`config.mk`:
```
export PLATFORM = sky130hd
export DESIGN_NAME = rnd_arbiter_flat
export DESIGN_NICKNAME = d
export VERILOG_FILES = /design/src/rtl/rnd_pkg.sv /design/src/rtl/rnd_arbiter_if.sv /design/src/rtl/lfsr13_core.sv /design/src/rtl/rnd_arbiter.sv /design/src/flat_wrapper.sv
export SDC_FILE = /design/constraint.sdc
export NUM_CORES = 1
export LEC_CHECK = 0
export BUFFER_PORTS_ARGS = -buffer_cell sky130_fd_sc_hd__buf_2
export CAP_MARGIN = 20
export CORE_ASPECT_RATIO = 1.5
export CORE_MARGIN = 2
export CORE_UTILIZATION = 40
export DETAILED_ROUTE_END_ITERATION = 16
export HOLD_SLACK_MARGIN = 0.02
export PLACE_DENSITY_LB_ADDON = 0.2
export SYNTH_ARGS = -nofsm -noshare
export SYNTH_HDL_FRONTEND = slang
export SYNTH_SLANG_ARGS = --single-unit
```
`constraint.sdc`:
```
create_clock -name clock -period 4.5 [get_ports clock]
set_input_delay 0.45 -clock clock [delete_from_list [all_inputs] [get_ports clock]]
set_output_delay 0.45 -clock clock [all_outputs]
set_load 0.02 [all_outputs]
```
`src/rtl/rnd_pkg.sv`:
```
// Shared definitions for the random-number arbiter and its 13-bit Fibonacci LFSR.
package rnd_pkg;

  localparam int LFSR_W = 13;
  localparam logic [LFSR_W-1:0] LFSR_ZERO_SUB = 13'h1FFF;
  // Feedback taps at bit positions 12, 3, 2 and 0
  localparam logic [LFSR_W-1:0] LFSR_TAPS = 13'h100D;

  typedef enum logic [1:0] {
    ST_MIXING,
    ST_READY,
    ST_GRANT
  } arb_state_t;

  function automatic logic [LFSR_W-1:0] lfsr_next(input logic [LFSR_W-1:0] s);
    return {s[LFSR_W-2:0], ^(s & LFSR_TAPS)};
  endfunction

  function automatic logic [LFSR_W-1:0] seed_fix(input logic [LFSR_W-1:0] s);
    return (s == '0) ? LFSR_ZERO_SUB : s;
  endfunction

endpackage

```
`src/rtl/rnd_arbiter_if.sv`:
```
// Requester-side bus of the random arbiter: seeding, request/ack and delivered value.
interface rnd_arbiter_if #(
  parameter int N_REQ = 4
);
  import rnd_pkg::*;

  logic [LFSR_W-1:0] seed;
  logic              seed_load;
  logic [N_REQ-1:0]  req;
  logic [N_REQ-1:0]  ack;
  logic [LFSR_W-1:0] rnd_out;
  logic              busy;

  modport master (
    output seed, seed_load, req,
    input  ack, rnd_out, busy
  );

  modport slave (
    input  seed, seed_load, req,
    output ack, rnd_out, busy
  );

endinterface

```
`src/rtl/lfsr13_core.sv`:
```
// Free-running 13-bit Fibonacci LFSR; a zero load value is replaced so the lock-up state never occurs.
module lfsr13_core
  import rnd_pkg::*;
(
  input  logic              clock,
  input  logic              reset,
  input  logic              load,
  input  logic [LFSR_W-1:0] load_val,
  output logic [LFSR_W-1:0] state
);

  logic [LFSR_W-1:0] state_q;
  logic [LFSR_W-1:0] state_d;

  always_comb begin
    state_d = lfsr_next(state_q);
    if (reset || load) begin
      state_d = seed_fix(load_val);
    end
  end

  always_ff @(posedge clock) begin
    state_q <= state_d;
  end

  assign state = state_q;

endmodule

```
`src/rtl/rnd_arbiter.sv`:
```
// Round-robin arbiter sharing one LFSR among N_REQ requesters, with MIX_CYCLES shifts between deliveries.
module rnd_arbiter
  import rnd_pkg::*;
#(
  parameter int N_REQ      = 4,
  parameter int MIX_CYCLES = 13
) (
  input  logic         clock,
  input  logic         reset,
  rnd_arbiter_if.slave bus
);

  localparam int PTR_W = $clog2(N_REQ);
  localparam logic [3:0]       MIX_MAX  = 4'(MIX_CYCLES);
  localparam logic [PTR_W-1:0] PTR_LAST = PTR_W'(N_REQ - 1);

  logic [LFSR_W-1:0] lfsr;
  logic [3:0]        mix_cnt_q, mix_cnt_d;
  logic [PTR_W-1:0]  ptr_q, ptr_d;
  logic [N_REQ-1:0]  ack_q, ack_d;
  logic [LFSR_W-1:0] rnd_q, rnd_d;
  logic [PTR_W-1:0]  grant_idx;
  logic [PTR_W-1:0]  ptr_inc;
  arb_state_t        state;

  lfsr13_core u_lfsr (
    .clock    (clock),
    .reset    (reset),
    .load     (bus.seed_load),
    .load_val (bus.seed),
    .state    (lfsr)
  );

  // State is a pure decode of the mix counter and the request vector.
  always_comb begin
    if (mix_cnt_q < MIX_MAX) begin
      state = ST_MIXING;
    end else if (bus.req == '0) begin
      state = ST_READY;
    end else begin
      state = ST_GRANT;
    end
  end

  // Scan offsets from far to near so the nearest set request above ptr wins.
  always_comb begin
    logic [PTR_W-1:0] idx;
    grant_idx = ptr_q;
    idx       = '0;
    for (int unsigned i = N_REQ; i > 0; i--) begin
      idx = PTR_W'((32'(ptr_q) + i - 1) % N_REQ);
      if (bus.req[idx]) begin
        grant_idx = idx;
      end
    end
  end

  assign ptr_inc = (grant_idx == PTR_LAST) ? '0 : grant_idx + 1'b1;

  always_comb begin
    mix_cnt_d = mix_cnt_q;
    ptr_d     = ptr_q;
    ack_d     = '0;
    rnd_d     = rnd_q;
    if (bus.seed_load) begin
      mix_cnt_d = '0;
    end else begin
      case (state)
        ST_MIXING: mix_cnt_d = mix_cnt_q + 4'd1;
        ST_READY:  mix_cnt_d = mix_cnt_q;
        ST_GRANT: begin
          ack_d[grant_idx] = 1'b1;
          rnd_d            = lfsr;
          ptr_d            = ptr_inc;
          mix_cnt_d        = '0;
        end
        default:   mix_cnt_d = '0;
      endcase
    end
  end

  always_ff @(posedge clock) begin
    if (reset) begin
      mix_cnt_q <= '0;
      ptr_q     <= '0;
      ack_q     <= '0;
      rnd_q     <= '0;
    end else begin
      mix_cnt_q <= mix_cnt_d;
      ptr_q     <= ptr_d;
      ack_q     <= ack_d;
      rnd_q     <= rnd_d;
    end
  end

  assign bus.ack     = ack_q;
  assign bus.rnd_out = rnd_q;
  assign bus.busy    = (state == ST_MIXING);

endmodule

```
`src/flat_wrapper.sv`:
```
// flat-port wrapper written by rule: the top's interface ports become plain ports
module rnd_arbiter_flat import rnd_pkg::*;
#(
  parameter int N_REQ      = 4,
  parameter int MIX_CYCLES = 13
)
  (clock, reset, bus_seed, bus_seed_load, bus_req, bus_ack, bus_rnd_out, bus_busy);
  rnd_arbiter_if #(.N_REQ(N_REQ)) bus_i ();
  input  logic clock;
  input  logic reset;
  input wire logic [$bits(bus_i.seed)-1:0] bus_seed;
  input wire logic [$bits(bus_i.seed_load)-1:0] bus_seed_load;
  input wire logic [$bits(bus_i.req)-1:0] bus_req;
  output wire logic [$bits(bus_i.ack)-1:0] bus_ack;
  output wire logic [$bits(bus_i.rnd_out)-1:0] bus_rnd_out;
  output wire logic [$bits(bus_i.busy)-1:0] bus_busy;
  assign bus_i.seed = bus_seed;
  assign bus_i.seed_load = bus_seed_load;
  assign bus_i.req = bus_req;
  assign bus_ack = bus_i.ack;
  assign bus_rnd_out = bus_i.rnd_out;
  assign bus_busy = bus_i.busy;
  rnd_arbiter #(.N_REQ(N_REQ), .MIX_CYCLES(MIX_CYCLES)) u_core (.clock(clock), .reset(reset), .bus(bus_i));
endmodule
```
==> run metrics <==
synthesized net count=208; CTS tree=done; number of failing hold endpoints at the final stage=0; signal arrival time at the worst endpoint=2.16 ns; most instantiated flip-flop cell in the synthesis netlist=sky130_fd_sc_hd__dfxtp_1; RSZ-0062 raised after global routing=false; clock tree skew after final layout=0.00646 ns; number of setup violations in the final report=0; class of the most critical hold timing path=in -> reg; core area=3680 µm²; starting density of the core=0.420; critical setup path kind=reg -> reg; # hold bufs at CTS=0; global-route wire length before repair=4940 µm; average cell area after synthesis=8.49 µm²; element type at the critical path end=flip-flop; number of enable flip-flop cells after synthesis=0; number of library cell types mapped by synthesis=32; fraction of registers with async set or reset after synthesis=0; data required time at the worst endpoint=4.70 ns; Die Ht=80.1 µm; Synth top area share=0.466; slew of the pin with the lowest slew margin=0.894 ns; number of nets in the finished design=245; floorplan die area=4390 µm²; count of warnings emitted by yosys=0; count of clock tree sinks=36; Clock Tree Buf Depth=2; Final Core Density=0.502; die width=54.8 µm; number of antenna violations at the first check in global routing=0; number of cell rows=27; Max-cap violations=0; cell type contributing the most total cell area after synthesis=sky130_fd_sc_hd__dfxtp_1; run status=finished clean; total track usage=0.156; layout overhead on the synthesized area=19.6%; pin count of the biggest net entering global routing=24; Area contributors post-synth=sky130_fd_sc_hd__dfxtp_1, sky130_fd_sc_hd__nand2_1, sky130_fd_sc_hd__a21oi_1; power per unit of standard cell area=357 nW/µm²; gr ovfl total=0; kind of start point of the critical path=flip-flop; P_leak=0.787 nW; routed len/inst=11.0 µm; Synth Cell Area=1550 µm²; FMAX=512 MHz; drt first-iter violations=19; VDD IR max=0.294 mV; estimated wirelength of the detail-placed design=2190 µm; minimum period implied by the final worst setup slack=1.95 ns; cell count after synthesis=182; Detail Route Antenna Nets=0; clock slew seen by the registers of the worst setup and hold paths=0.07 ns; insertion delay of the later-clocked pin in the worst-skew pair=0.28 ns; Via-to-Cell Ratio=4.86; DRC violations left=0; setup TNS after final layout=0 ns; Clk Tree Root Cell=sky130_fd_sc_hd__clkbuf_8; number of setup buffers added after CTS=0; ratio of cells with drive above 1 in the final layout=0.236; post-CTS sizing=0; max-slew headroom at the worst pin=0.401; count of TritonRoute iterations in the first routing pass=4; vias in the first global route=1180; total clock buffers created by CTS=5; count of pins over their slew limit=0; routability congestion estimate=0.694; antenna diode count=0; Filler Cell Count=389; number of synthesized register bits=36; number of top-level pins=38; most repeated cell in the gate-level netlist after synthesis=sky130_fd_sc_hd__nand2_1; detailed-route via count=1279; share of the cycle needed by the critical path after routing=0.434; leading post-synthesis cells by instance count=sky130_fd_sc_hd__nand2_1, sky130_fd_sc_hd__dfxtp_1, sky130_fd_sc_hd__a21oi_1; final routed wirelength across all metal layers=2900 µm; register area share after synthesis=0.466; count of port buffers added during placement=37; highest fanout seen on the critical path=16; H-tree depth=2
through the flow:
| stage | cells | setup WS (ns) | cell area, µm² | hold WS [ns] | power, W |
|---|---|---|---|---|---|
| final | 263 | 2.55 | 1850 | 0.421 | 0.000659 |
| after detailed placement | 255 | 2.49 | 1740 | 0.444 | 0.000394 |
| after global placement | 255 | 2.54 | 1740 | 0.443 | 0.000393 |
| after global routing | 263 | 2.23 | 1850 | 0.431 | 0.000690 |
| after floorplan | 182 | 2.79 | 1550 | 0.425 | 0.000374 |
| after CTS | 263 | 2.50 | 1850 | 0.419 | 0.000669 |
flip-flops by register name, indices dropped and copies added (netlist names):
register and flops:
u_core.bus.ack 4, u_core.bus.rnd_out 13, u_core.mix_cnt_q 4, u_core.u_lfsr.state 13, u_core.ptr_q 2
cells in the final DEF, fill, tap and decap left out:
cell type,synthesis,routed
sky130_fd_sc_hd__or3_1,2,2
sky130_fd_sc_hd__a211oi_1,2,2
sky130_fd_sc_hd__clkbuf_1,4,1
sky130_fd_sc_hd__or2b_1,1,1
sky130_fd_sc_hd__nor3b_2,4,4
sky130_fd_sc_hd__nand2_1,40,40
sky130_fd_sc_hd__o22ai_1,1,1
sky130_fd_sc_hd__bufinv_16,0,1
sky130_fd_sc_hd__nand3b_4,1,1
sky130_fd_sc_hd__clkbuf_8,0,5
sky130_fd_sc_hd__nor3_1,5,5
sky130_fd_sc_hd__a21oi_1,19,19
sky130_fd_sc_hd__and4_1,1,1
sky130_fd_sc_hd__mux2i_1,1,1
sky130_fd_sc_hd__ha_1,6,6
sky130_fd_sc_hd__o21bai_1,1,1
sky130_fd_sc_hd__o21a_1,3,3
sky130_fd_sc_hd__xor2_1,1,1
sky130_fd_sc_hd__a22oi_1,1,1
sky130_fd_sc_hd__buf_4,0,1
sky130_fd_sc_hd__buf_2,2,37
sky130_fd_sc_hd__nor2_1,15,15
sky130_fd_sc_hd__clkinv_2,0,1
sky130_fd_sc_hd__inv_1,6,6
sky130_fd_sc_hd__nor2b_1,2,2
sky130_fd_sc_hd__dfxtp_1,36,36
sky130_fd_sc_hd__nor4_1,2,2
sky130_fd_sc_hd__nor3_2,1,1
sky130_fd_sc_hd__xnor2_1,3,3
sky130_fd_sc_hd__and2b_1,1,1
sky130_fd_sc_hd__nand2b_1,1,1
sky130_fd_sc_hd__o21ai_0,15,15
sky130_fd_sc_hd__nand3_1,2,2
sky130_fd_sc_hd__nor4_2,1,1
worst max-delay path, cell delays in order, from the launching register on:
cell and delay [ns]:
sky130_fd_sc_hd__dfxtp_1 0.39, sky130_fd_sc_hd__inv_1 0.06, sky130_fd_sc_hd__ha_1 0.20, sky130_fd_sc_hd__nand3b_4 0.19
sky130_fd_sc_hd__nor3_2 0.74, sky130_fd_sc_hd__nor2_1 0.08, sky130_fd_sc_hd__a211oi_1 0.22
kinds of logic after synthesis:
| logic type | count (synthesis) | synth area share |
|---|---|---|
| adders and majority gates | 6 | 0.0486 |
| muxes | 1 | 0.00648 |
| xor gates and xnor gates | 4 | 0.0227 |
| and+or+nand+nor | 79 | 0.260 |
| DFF | 36 | 0.466 |
| AOI/OAI and AO/OA | 42 | 0.148 |
| buffers and inverters | 14 | 0.0478 |
worst paths after layout:
| check | slack [ns] | depth (start not counted) | from | endpoint |
|---|---|---|---|---|
| max | 2.55 | 6 | u_core.mix_cnt_q[0] | u_core.ptr_q[0] |
| min | 0.42 | 2 | bus_seed_load | u_core.mix_cnt_q[2] |
| max reg2reg | 2.55 | 6 | u_core.mix_cnt_q[0] | u_core.ptr_q[0] |
| min reg2reg | 0.45 | 2 | u_core.u_lfsr.state[6] | u_core.bus.rnd_out[6] |
cell type report:
type,instances,area [µm²],share of cell area
Clock inverter,2,35.0,0.0190
Sequential cell,36,721,0.390
Tap cell,43,53.8,0.0291
Inverter,6,22.5,0.0122
Clock buffer,6,72.6,0.0393
Timing Repair Buffer,38,193,0.104
Multi-Input combinational cell,132,751,0.406
where the power goes:
group | leakage (nW) | switching, W | internal, W | total, W
logic | 0.437 | 0.0000251 | 0.0000231 | 0.0000483
clock network | 0.0552 | 0.000109 | 0.000164 | 0.000273
registers | 0.295 | 0.00000772 | 0.000330 | 0.000338
routing by layer:
metal	vias up	routed length, µm	track usage
met1	559	1260	0.183
met2	31	1400	0.243
li1	684	-	-
met4	0	72	0.0825
met5	-	0	0
met3	5	157	0.0502
No activity file was read; power rests on OpenSTA's default activity.
